File: src/rtl/perceptron_weight_loader.sv
// Serialises a parallel (b, W0, W1) weight set MSB-first onto the perceptron's
// bit-serial load port and gates the datapath enable until a full set is loaded.
module perceptron_weight_loader #(
    parameter int WIDTH = 8
) (
    input  logic             clk,
    input  logic             reset,
    input  logic             load_valid_i,
    output logic             load_ready_o,
    input  logic [WIDTH-1:0] W0_word_i,
    input  logic [WIDTH-1:0] W1_word_i,
    input  logic [WIDTH-1:0] b_word_i,
    input  logic             run_i,
    output logic [1:0]       W1W0b_en_o,
    output logic             b_o,
    output logic             W0_o,
    output logic             W1_o,
    output logic             dp_enable_o,
    output logic             loaded_o,
    output logic             done_o
);

    localparam int CW = $clog2(WIDTH);
    localparam logic [CW-1:0] CNT_LAST = CW'(WIDTH - 1);
    localparam logic [CW-1:0] CNT_ZERO = {CW{1'b0}};

    typedef enum logic [2:0] {
        ST_IDLE     = 3'd0,
        ST_SHIFT_B  = 3'd1,
        ST_SHIFT_W0 = 3'd2,
        ST_SHIFT_W1 = 3'd3,
        ST_DONE     = 3'd4
    } state_t;

    state_t           state_q, state_d;
    logic [CW-1:0]    cnt_q, cnt_d;
    logic [WIDTH-1:0] b_sr_q, b_sr_d;
    logic [WIDTH-1:0] w0_sr_q, w0_sr_d;
    logic [WIDTH-1:0] w1_sr_q, w1_sr_d;
    logic [1:0]       en_q, en_d;
    logic             b_q, b_d;
    logic             w0_q, w0_d;
    logic             w1_q, w1_d;
    logic             ready_q, ready_d;
    logic             dp_en_q, dp_en_d;
    logic             loaded_q, loaded_d;
    logic             done_q, done_d;
    logic             accept_s;

    function automatic logic [1:0] sel_code(input state_t s);
        logic [1:0] code;
        case (s)
            ST_SHIFT_B:  code = 2'b01;
            ST_SHIFT_W0: code = 2'b10;
            ST_SHIFT_W1: code = 2'b11;
            default:     code = 2'b00;
        endcase
        return code;
    endfunction

    // Sequence control: capture, per-word shift/count and phase transitions
    always_comb begin
        state_d  = state_q;
        cnt_d    = cnt_q;
        b_sr_d   = b_sr_q;
        w0_sr_d  = w0_sr_q;
        w1_sr_d  = w1_sr_q;
        accept_s = load_valid_i & ready_q;
        case (state_q)
            ST_IDLE: begin
                if (accept_s) begin
                    b_sr_d  = b_word_i;
                    w0_sr_d = W0_word_i;
                    w1_sr_d = W1_word_i;
                    cnt_d   = CNT_LAST;
                    state_d = ST_SHIFT_B;
                end else begin
                    state_d = ST_IDLE;
                end
            end
            ST_SHIFT_B: begin
                b_sr_d = {b_sr_q[WIDTH-2:0], 1'b0};
                if (cnt_q == CNT_ZERO) begin
                    cnt_d   = CNT_LAST;
                    state_d = ST_SHIFT_W0;
                end else begin
                    cnt_d = cnt_q - CW'(1);
                end
            end
            ST_SHIFT_W0: begin
                w0_sr_d = {w0_sr_q[WIDTH-2:0], 1'b0};
                if (cnt_q == CNT_ZERO) begin
                    cnt_d   = CNT_LAST;
                    state_d = ST_SHIFT_W1;
                end else begin
                    cnt_d = cnt_q - CW'(1);
                end
            end
            ST_SHIFT_W1: begin
                w1_sr_d = {w1_sr_q[WIDTH-2:0], 1'b0};
                if (cnt_q == CNT_ZERO) begin
                    cnt_d   = CNT_ZERO;
                    state_d = ST_DONE;
                end else begin
                    cnt_d = cnt_q - CW'(1);
                end
            end
            ST_DONE: begin
                state_d = ST_IDLE;
            end
            default: begin
                state_d = ST_IDLE;
            end
        endcase
    end

    // Output next values are decoded from the *next* state so every output is a flop
    always_comb begin
        en_d    = sel_code(state_d);
        b_d     = (state_d == ST_SHIFT_B)  ? b_sr_d[WIDTH-1]  : 1'b0;
        w0_d    = (state_d == ST_SHIFT_W0) ? w0_sr_d[WIDTH-1] : 1'b0;
        w1_d    = (state_d == ST_SHIFT_W1) ? w1_sr_d[WIDTH-1] : 1'b0;
        done_d  = (state_d == ST_DONE);
        ready_d = (state_d == ST_IDLE);
        if (accept_s) begin
            loaded_d = 1'b0;
        end else if (state_d == ST_DONE) begin
            loaded_d = 1'b1;
        end else begin
            loaded_d = loaded_q;
        end
        // Accepting edge already starts a load, so enable must not leak into it
        dp_en_d = run_i & loaded_q & (state_q == ST_IDLE) & ~accept_s;
    end

    // State, shift registers and registered outputs
    always_ff @(posedge clk or posedge reset) begin
        if (reset) begin
            state_q  <= ST_IDLE;
            cnt_q    <= CNT_ZERO;
            b_sr_q   <= {WIDTH{1'b0}};
            w0_sr_q  <= {WIDTH{1'b0}};
            w1_sr_q  <= {WIDTH{1'b0}};
            en_q     <= 2'b00;
            b_q      <= 1'b0;
            w0_q     <= 1'b0;
            w1_q     <= 1'b0;
            ready_q  <= 1'b1;
            dp_en_q  <= 1'b0;
            loaded_q <= 1'b0;
            done_q   <= 1'b0;
        end else begin
            state_q  <= state_d;
            cnt_q    <= cnt_d;
            b_sr_q   <= b_sr_d;
            w0_sr_q  <= w0_sr_d;
            w1_sr_q  <= w1_sr_d;
            en_q     <= en_d;
            b_q      <= b_d;
            w0_q     <= w0_d;
            w1_q     <= w1_d;
            ready_q  <= ready_d;
            dp_en_q  <= dp_en_d;
            loaded_q <= loaded_d;
            done_q   <= done_d;
        end
    end

    assign load_ready_o = ready_q;
    assign W1W0b_en_o   = en_q;
    assign b_o          = b_q;
    assign W0_o         = w0_q;
    assign W1_o         = w1_q;
    assign dp_enable_o  = dp_en_q;
    assign loaded_o     = loaded_q;
    assign done_o       = done_q;

endmodule

File: config.mk
export PLATFORM = sky130hd
export DESIGN_NAME = perceptron_weight_loader
export DESIGN_NICKNAME = d
export VERILOG_FILES = /design/src/rtl/perceptron_weight_loader.sv
export SDC_FILE = /design/constraint.sdc
export NUM_CORES = 1
export LEC_CHECK = 0
export CAP_MARGIN = 30
export CORE_ASPECT_RATIO = 1.25
export CORE_MARGIN = 2
export CORE_UTILIZATION = 25
export DETAILED_ROUTE_END_ITERATION = 10
export PLACE_DENSITY = 0.52
export SYNTH_ARGS = -nofsm -noshare
export SYNTH_HDL_FRONTEND = slang
export SYNTH_SLANG_ARGS = --single-unit
File: constraint.sdc
create_clock -name clk -period 2.9 [get_ports clk]
set_clock_uncertainty 0.05 [all_clocks]
set_input_delay 0.29 -clock clk [delete_from_list [all_inputs] [get_ports clk]]
set_output_delay 0.29 -clock clk [all_outputs]
set_load 0.05 [all_outputs]
==> results of run 1 <==
layout make-up:
type,count,area [µm²],share of cell area (%)
multi-input combinational,104,746,31.6
clock inverter,2,60.1,2.54
inverter,5,18.8,0.794
clock buffer,6,82.6,3.50
timing repair buffer,40,390,16.5
tap,90,113,4.77
sequential,38,952,40.3
registers in the layout, indices dropped and copies added, names as in the netlist:
signal        count
b_sr_q            7
b_o               1
w1_sr_q           8
w0_sr_q           8
state_q           3
cnt_q             3
loaded_o          1
W1W0b_en_o        2
done_o            1
W1_o              1
load_ready_o      1
W0_o              1
dp_enable_o       1
layout by cell type (no fill, tap or decap), drive strengths merged, types with 2 or more instances in the layout:
master	instances
or2	2
nand2b	4
buf	4
nor3b	3
nor4bb	2
a211oi	3
nand2	4
dfrtp	37
a221o	12
xor2	2
nand3	3
o21ai	5
nor3	2
clkdlybuf4s50	36
mux2i	2
bufinv	2
and2	15
inv	5
a21oi	17
o21a	3
clkbuf	6
nor2	2
a32oi	6
routing by layer:
| metal | wire [µm] | global-route usage (%) | up-vias |
|---|---|---|---|
| met1 | 1960 | 16.1 | 665 |
| li1 | - | - | 672 |
| met4 | 72 | 4.38 | 0 |
| met5 | 0 | 0 | - |
| met2 | 1970 | 17.5 | 24 |
| met3 | 119 | 2.47 | 7 |
cell usage after synthesis, types with 2 or more instances:
cell type / instances / area (µm²)
buf_6: 3 / 33.8
nand2_1: 4 / 15.0
a221o_1: 12 / 120
or2_2: 2 / 12.5
xor2_1: 2 / 17.5
inv_1: 4 / 15.0
nand3_1: 3 / 15.0
a21oi_1: 17 / 85.1
nor2_1: 2 / 7.51
nor3b_1: 2 / 15.0
and2_1: 15 / 93.8
a211oi_1: 3 / 22.5
mux2i_1: 2 / 20.0
a32oi_1: 6 / 52.6
o21ai_0: 5 / 25.0
dfrtp_1: 37 / 926
nor4bb_1: 2 / 20.0
nand2b_1: 4 / 25.0
o21a_1: 3 / 22.5
clkbuf_1: 8 / 30.0
worst paths after layout:
check                             start      endpoint  slack (ns)  cells after the start
min in group clk              b_sr_q[2]     b_sr_q[2]        0.46                      1
max in group asynchronous         reset  load_ready_o        2.06                      3
max                        load_ready_o  load_ready_o        0.89                      1
min                               reset     b_sr_q[4]        0.37                      3
min reg2reg                   b_sr_q[2]     b_sr_q[2]        0.46                      1
max reg2reg                  state_q[2]     b_sr_q[6]        0.98                      3
stage by stage:
step | area (µm²) | hold WS, ns | utilization (%) | instances | power [µW]
global placement | 2220 | 0.439 | 32.0 | 277 | 1970
detailed placement | 2220 | 0.441 | 32.0 | 277 | 1970
floorplan | 1790 | 0.363 | - | 160 | 1690
CTS | 2360 | 0.392 | 34.1 | 285 | 2530
global route | 2360 | 0.423 | 34.1 | 285 | 2700
finish | 2360 | 0.365 | 34.1 | 285 | 2510
power by group through the flow:
stage	combinational [µW]	sequential (µW)	clock (µW)
after floorplan	671	1020	0
after global placement	1020	945	0
after detailed placement	1020	946	0
after CTS	1030	936	563
after global routing	1140	977	586
final	1020	935	552
worst reg2reg max path: stages, from the launching register on:
cell,delay (ns)
dfrtp_1,0.68
inv_2,0.27
and2_1,0.38
a221o_1,0.42
logic make-up after synthesis:
kind of cell           synth area share, %
AND/OR/NAND/NOR                       16.4
AO/OA/AOI/OAI                         23.1
buffers and inverters                 5.10
multiplexers                          1.12
flip-flops                            53.2
XOR/XNOR                             0.979
==> results by group, run 1 <==
Power
  • Switching Share: 36.9%
  • Worst vdd ir: approximately 0.00026 V
  • Net Sw Power: 927 µW
  • Cell Int Power: between 1500 and 2000 µW
  • Sequential share of power: between 30% and 40%
  • P per Cell Area: 1060 nW/µm²
  • Comb power frac: 40.8%
  • Clock share of power: 22.0%
  • Leakage power: 0.000977 µW

Synthesis
  • Cells after Synth: 160
  • Number of enable flip-flop cells after synthesis: 0
  • Yosys cell types: 44
  • Syn_nets: roughly 190
  • Async set-reset flop share out of synthesis: 100%
  • Sequential area share after synthesis: 53.2%
  • Synth Cell Area: between 1500 and 2000 µm²
  • Avg Synthesized Cell Area: 11.2 µm²
  • Synth Warn #: 0
  • FF+latch count, synth: 38
  • Dominant synthesized flop cell: dfrtp_1

Drt
  • Avg WL per Cell: 14.5 µm
  • Drc violations: 0
  • Vias/cell: 4.80
  • Detailed Routing Iterations Pass 1: 4
  • DR vias: 1,368
  • DRT iter0 DRCs: a little over 70
  • Routed Antenna Nets: 0
  • Routed WL: 4.12 mm

Cells and area
  • Final net count: 222
  • Layout area overhead: 32.0%
  • Number of diodes: 0
  • FILL cells: approximately 710
  • Layout cells sized above 1: roughly 10%

Global routing
  • Largest net degree at the start of global routing: 39
  • GR Overflow Total: 0
  • First-pass GRT wire length: between 7 and 8 mm
  • Vias in the first global route: 1,427
  • GRT Total Usage: roughly 12%
  • Initial antenna violation count: 0

Clocking
  • Hold-fix buffers, CTS: 0
  • CTS Buf Count: 5
  • CTS tree: built
  • Post-CTS sizing: 0
  • Maximum clock path buffer count: 2
  • CTS sink cnt: 38
  • Root Driver: clkbuf_8
  • CTS H-tree lvls: 2
  • Reg clk slew, reported paths: approximately 0.08 ns
  • Clock Latency Late Sink: 0.29 ns
  • Postcts setup bufs: 0

Placement
  • Final Wtd Congestion: around 0.7
  • Detailed placement HPWL: 2.84 mm
  • PortBufs: 36
  • Dpl ws: 0.826 ns

Hold path
  • HP Class: in2async

Setup path
  • WP data arrival: 1.67 ns
  • Worst Path Buf+Inv: 1
  • Critical path endpoint category: primary output
  • Max Fanout on Critical Path: 5
  • CP Data Required Time: 2.56 ns
  • Cell chain of the critical path: clkdlybuf4s50_1
  • CP delay by family, top: buffers and inverters
  • CP max stage delay: 0.81 ns
  • Crit path kind: reg2out
  • Slowest stage cell, crit path: clkdlybuf4s50_1
  • Startpoint types: flip-flop

Floorplan
  • Core ar.: 6930 µm²
  • Die width: ~80 µm
  • Die area: a little under 8000 µm²
  • Initial Util: 25.8%
  • Ports: 37
  • # rows: 34
  • Chip height: 98.6 µm

STA
  • Setup TNS: 0 ns
  • Worst setup margin: roughly 0.89 ns
  • Final-report setup violation count: 0
  • Slew @ Worst Pin: 0.667 ns
  • Fin. Hold Viols: 0
  • Time the worst path needs with I/O delays and setup: between 2 and 2.5 ns
  • RSZ-0062 raised after global routing: false
  • Final Cycle Share: 69.4%
  • Fmax: just under 0.5 GHz
  • Rel. slew slack: 55.2%
  • Max Slew Vio Count: 0

Flow run
  • MaxCap Viol Count: 0

Outcome
  • Outcome: completed
Note: power is estimated with default switching activity, not from simulation.
==> run 2, diff against run 1 <==
Clock period 2.9 ns to 2.1 ns, I/O delays scaled along.
==> run 2 against run 1 <==
Effect of this change: hold slack lost 0.079 ns; die area is the same; non-clock buffer count grew 4; via count grew 3.1%; design area grew 1.3%; largest cell class unchanged.
==> results by group, run 2 (synthesis gave the netlist of run 1 again) <==
Power
  • Leakage power: 0.000998 µW (+2.1%)
  • P per Cell Area: 1470 nW/µm² (+39%)
  • Worst vdd ir: 0.000450 V (+72%)

Floorplan
  • Initial Util: 25.8% (unchanged)
  • # rows: 34 (unchanged)
  • Core ar.: 6930 µm² (unchanged)
  • Die width: 79.7 µm (unchanged)
  • Chip height: 98.6 µm (unchanged)
  • Die area: 7850 µm² (unchanged)
  • Ports: 37 (unchanged)

Setup path
  • Reg-to-reg critical path startpoint: state_q[2]
  • Startpoint types: flip-flop
  • Reg2reg end: W0_o
  • CP delay by family, top: buffers and inverters
  • Worst reg-to-reg path cell count: 3 (unchanged)
  • Levels on crit path: 1 (unchanged)
  • CP Launch Point: load_ready_o
  • Worst Path Buf+Inv: 1 (unchanged)
  • CP Data Required Time: 1.84 ns (-0.72 ns)
  • WP data arrival: 1.67 ns (about the same)
  • Cell chain of the critical path: clkdlybuf4s50_1
  • Crit path kind: reg2out
  • Reg-to-reg setup timing slack: 0.34 ns (-0.64 ns)
  • Slowest stage cell, crit path: clkdlybuf4s50_1
  • Critical path endpoint category: primary output
  • CP max stage delay: 0.81 ns (about the same)
  • Max Fanout on Critical Path: 5 (unchanged)
  • CP endpoint: load_ready_o

Drt
  • DR vias: 1,410 (+3.1%)
  • Vias/cell: 4.88 (+1.6%)
  • DRT iter0 DRCs: 87 (+23%)
  • Detailed Routing Iterations Pass 1: 4 (unchanged)
  • Drc violations: 0 (unchanged)
  • Routed Antenna Nets: 0 (unchanged)
  • Avg WL per Cell: 14.6 µm (+0.77%)
  • Routed WL: 4.21 mm (+2.2%)

Global routing
  • Largest net degree at the start of global routing: 39 (unchanged)
  • First-pass GRT wire length: 7.25 mm (+3.0%)
  • Vias in the first global route: 1,456 (+2.0%)
  • Initial antenna violation count: 0 (unchanged)
  • GRT Total Usage: 12.0% (+0.45 points)
  • GR Overflow Total: 0 (unchanged)

STA
  • Setup TNS: 0 ns (unchanged)
  • Rel. slew slack: 49.0% (-6.2 points)
  • Final-report setup violation count: 0 (unchanged)
  • Fmax: 0.517 GHz
  • Hold Slack: 0.286 ns (-0.0788 ns)
  • Time the worst path needs with I/O delays and setup: 1.93 ns
  • Max Slew Vio Count: 0 (unchanged)
  • RSZ-0062 raised after global routing: false
  • Fin. Hold Viols: 0 (unchanged)
  • Slew @ Worst Pin: 0.763 ns (+0.0958 ns)
  • Worst setup margin: 0.166 ns (-0.722 ns)
  • Final Cycle Share: 92.1%

Outcome
  • Outcome: completed

Placement
  • Dpl ws: 0.170 ns (-0.655 ns)
  • Final Wtd Congestion: 0.775 (+10%)
  • Detailed placement HPWL: 2.93 mm (+3.2%)
  • PortBufs: 36 (unchanged)

Cells and area
  • Final net count: 226 (+1.8%)
  • Number of diodes: 0 (unchanged)
  • Layout area overhead: 33.7%
  • Post-layout util: 34.5% (+0.43 points)
  • Layout cells sized above 1: 12.1% (+1.8 points)
  • Commonest non-fill, non-tap cells in the layout: dfrtp_1, clkdlybuf4s50_1, a21oi_1
  • Most common cell after layout, fill and taps aside: dfrtp_1
  • Biggest registers after layout: w0_sr_q (8), w1_sr_q (8), b_sr_q (7)
  • FILL cells: 705 (-0.14%)

Clocking
  • CTS Buf Count: 5 (unchanged)
  • Clock Latency Late Sink: 0.29 ns (about the same)
  • Maximum clock path buffer count: 2 (unchanged)
  • CTS tree: built
  • Hold-fix buffers, CTS: 0 (unchanged)
  • Root Driver: clkbuf_8
  • Postcts setup bufs: 0 (unchanged)
  • CTS sink cnt: 38 (unchanged)
  • CTS H-tree lvls: 2 (unchanged)
  • Post-CTS sizing: 0 (unchanged)
  • Reg clk slew, reported paths: 0.08 ns (about the same)

Hold path
  • HP Class: in2async

Flow run
  • MaxCap Viol Count: 0 (unchanged)
-- run 2: cell types whose count changed in the layout (fill, tap and decap cells not counted) --
cell and change:
buf_4 +4
-- run 2: cell type report --
cell class / count / area (µm²) / area share [%]
Sequential cell: 38 / 952 / 39.8
Multi-Input combinational cell: 104 / 746 / 31.2
Timing Repair Buffer: 44 / 420 / 17.6
Tap cell: 90 / 113 / 4.71
Clock buffer: 6 / 82.6 / 3.45
Clock inverter: 2 / 60.1 / 2.51
Inverter: 5 / 18.8 / 0.785
-- run 2: how the worst min path moves through the flow --
stage | startpoint | to | depth (start not counted) | slack [ns]
finish | reset | w1_sr_q[2] | 3 | 0.29
global route | reset | w1_sr_q[2] | 3 | 0.36
CTS | reset | b_sr_q[3] | 3 | 0.31
detailed placement | w1_sr_q[2] | w1_sr_q[2] | 1 | 0.44
global placement | w1_sr_q[1] | w1_sr_q[1] | 1 | 0.44
floorplan | run_i | dp_enable_o | 2 | 0.28
-- run 2: through the flow --
stage                     cell area, µm²  total power (µW)  std cells
after CTS                           2390              3570        289
final                               2390              3530        289
after global routing                2390              3800        289
after detailed placement            2250              2770        281
after global placement              2250              2760        281
after floorplan                     1790              2330        160
-- run 2: power breakdown --
group	total [µW]	internal, µW	switching [µW]	leakage (µW)
Combinational	1470	662	810	0.000444
Sequential	1280	1050	232	0.000482
Clock	771	507	265	0.0000714
Total	3530	2220	1310	0.000998
-- run 2: per-layer routing --
layer  global-route usage (%)  wire length, µm  up-vias
li1                         -                -      680
met2                     17.7             1990       32
met3                     3.02              145        4
met4                     5.31               70        0
met1                     16.5             2000      694
met5                        0                0        -
==> variant, RTL diff (flow settings as in run 2) <==
The parameter `WIDTH` goes from 8 to 32.
--- a/src/rtl/perceptron_weight_loader.sv
+++ b/src/rtl/perceptron_weight_loader.sv
@@ -1,7 +1,7 @@
 // Serialises a parallel (b, W0, W1) weight set MSB-first onto the perceptron's
 // bit-serial load port and gates the datapath enable until a full set is loaded.
 module perceptron_weight_loader #(
-    parameter int WIDTH = 8
+    parameter int WIDTH = 32
 ) (
     input  logic             clk,
     input  logic             reset,
Ports: changed (resized W0_word_i, W1_word_i and b_word_i); port bits go from 37 to 109. No check against the original RTL was run, so the function may have changed too.
==> variant against run 2 <==
Highest routed layer unchanged; power grew to 2.6 times the old value; die area grew to 2.6 times the old value; sequential cell count grew 75; wire length grew to 2.9 times the old value; largest cell class unchanged; clock power grew to 3.9 times the old value; count of clock-buffer cells in the layout grew 12; worst setup slack lost 0.063 ns; cell area grew to 2.8 times the old value; hold slack lost 0.0046 ns; area after synthesis grew to 2.7 times the old value; register-to-register slack lost 0.24 ns; critical path type is now reg -> reg.
==> variant: results (changes against run 2) <==
| Metric | Value |
|---|---|
| Status | `complete, no violations` |
| Critical Path Fanout Max | `8 (+3)` |
| Layout Nets | `673 (+200%)` |
| Largest net degree at the start of global routing | `114 (+190%)` |
| Clock transition at path regs | `0.06 ns (-0.02 ns)` |
| WHS | `0.282 ns (-0.00463 ns)` |
| Critical R2R Launch | `cnt_q[0]` |
| Xor and xnor area share after synthesis | `0.183% (-0.80 points)` |
| Pre-CTS WS | `0.0774 ns (-0.0928 ns)` |
| Synthesized instance count | `463 (+190%)` |
| TritonCTS Buffers | `17 (+12)` |
| Switch share | `32.9% (-4.2 points)` |
| Cell family with most CP delay | `simple AND/OR/NAND/NOR gates` |
| GP Congestion | `0.732 (-5.5%)` |
| GRT Util Overall | `12.6% (+0.60 points)` |
| Fillers | `1,886 (+170%)` |
| Largest registers | `b_sr_q x32, w0_sr_q x32, w1_sr_q x32` |
| Clock root buffer | `clkbuf_16` |
| Placed insts | `785 (+180%)` |
| Async set-reset flop share out of synthesis | `100% (unchanged)` |
| Master of the slowest instance on the critical path | `or4b_4` |
| Final std cells w/o fill | `817 (+180%)` |
| Most instantiated cells after synthesis | `nand2_1, dfrtp_1, a22oi_1` |
| Critical path arrival | `2.30 ns (+0.63 ns)` |
| Max stage delay on crit path | `0.48 ns (-0.33 ns)` |
| Static Leak | `3.27 nW (+230%)` |
| Number of distinct library cells after synthesis | `42 (-4.5%)` |
| Flop-to-flop setup slack | `0.10 ns (-0.24 ns)` |
| Fraction of the mapped netlist area in adder cells | `0.262% (+0.26 points)` |
| Clk_lat worst skew | `0.41 ns (+0.12 ns)` |
| Mux share of post-synthesis cell area | `0.210% (-0.91 points)` |
| Fin crit period | `2.00 ns (+0.0629 ns)` |
| Ys Warns | `0 (unchanged)` |
| Clock group | `0.00301 W (+290%)` |
| Synth area leaders | `dfrtp_1, nand2_1, a22oi_1` |
| Synth Area in Compound Gates | `19.8% (-3.4 points)` |
| H-tree depth | `4 (+2)` |
| Drt pass-1 iters | `5 (+1)` |
| Via count | `3,927 (+180%)` |
| Net Count, Synth | `564 (+200%)` |
| Placed Area | `6180 um2 (+170%)` |
| Reg area | `2830 um2 (+200%)` |
| First-pass GRT wire length | `20,100 um (+180%)` |
| Worst vdd ir | `0.565 mV (+26%)` |
| Post-DP HPWL | `7980 um (+170%)` |
| Post-synthesis sequential area ratio | `59.3% (+6.0 points)` |
| Post-CTS sizing | `0 (unchanged)` |
| Combinational Power | `0.00251 W (+71%)` |
| Detailed Route WL | `12,200 um (+190%)` |
| Seq. pwr | `0.00361 W (+180%)` |
| Initial antenna violation count | `0 (unchanged)` |
| Kind of critical path | `reg -> reg` |
| Initial DRC Count | `295 (+240%)` |
| Share of cells above drive strength 1 | `10.9% (-1.1 points)` |
| R2R Path End | `b_o` |
| Slew margin rel. | `58.4% (+9.3 points)` |
| Worst-case reg-to-reg path depth | `7 (+4)` |
| I/O Buffers | `108 (+200%)` |
==> variant: cell count changes in the layout (fill, tap and decap cells not counted), sizes merged, moves of 30 or more <==
cell and change:
nand2 +123, dfrtp +75, clkdlybuf4s50 +71, a22oi +59
inv +33, a222oi +30
==> variant: layer usage <==
metal | global-route usage (%) | routed length, um | vias to the layer above
li1 | - | - | 1867
met1 | 16.3 | 5500 | 1924
met2 | 19.4 | 5780 | 117
met3 | 3.80 | 731 | 19
met4 | 5.55 | 230 | 0
met5 | 0 | 0 | -
==> variant: area by class of cell <==
| type | instances | share of cell area, % |
|---|---|---|
| Inverter | 39 | 2.21 |
| Multi-Input combinational cell | 276 | 24.8 |
| Clock inverter | 14 | 2.79 |
| Clock buffer | 18 | 6.30 |
| Sequential cell | 113 | 41.5 |
| Timing Repair Buffer | 125 | 18.1 |
| Tap cell | 232 | 4.26 |
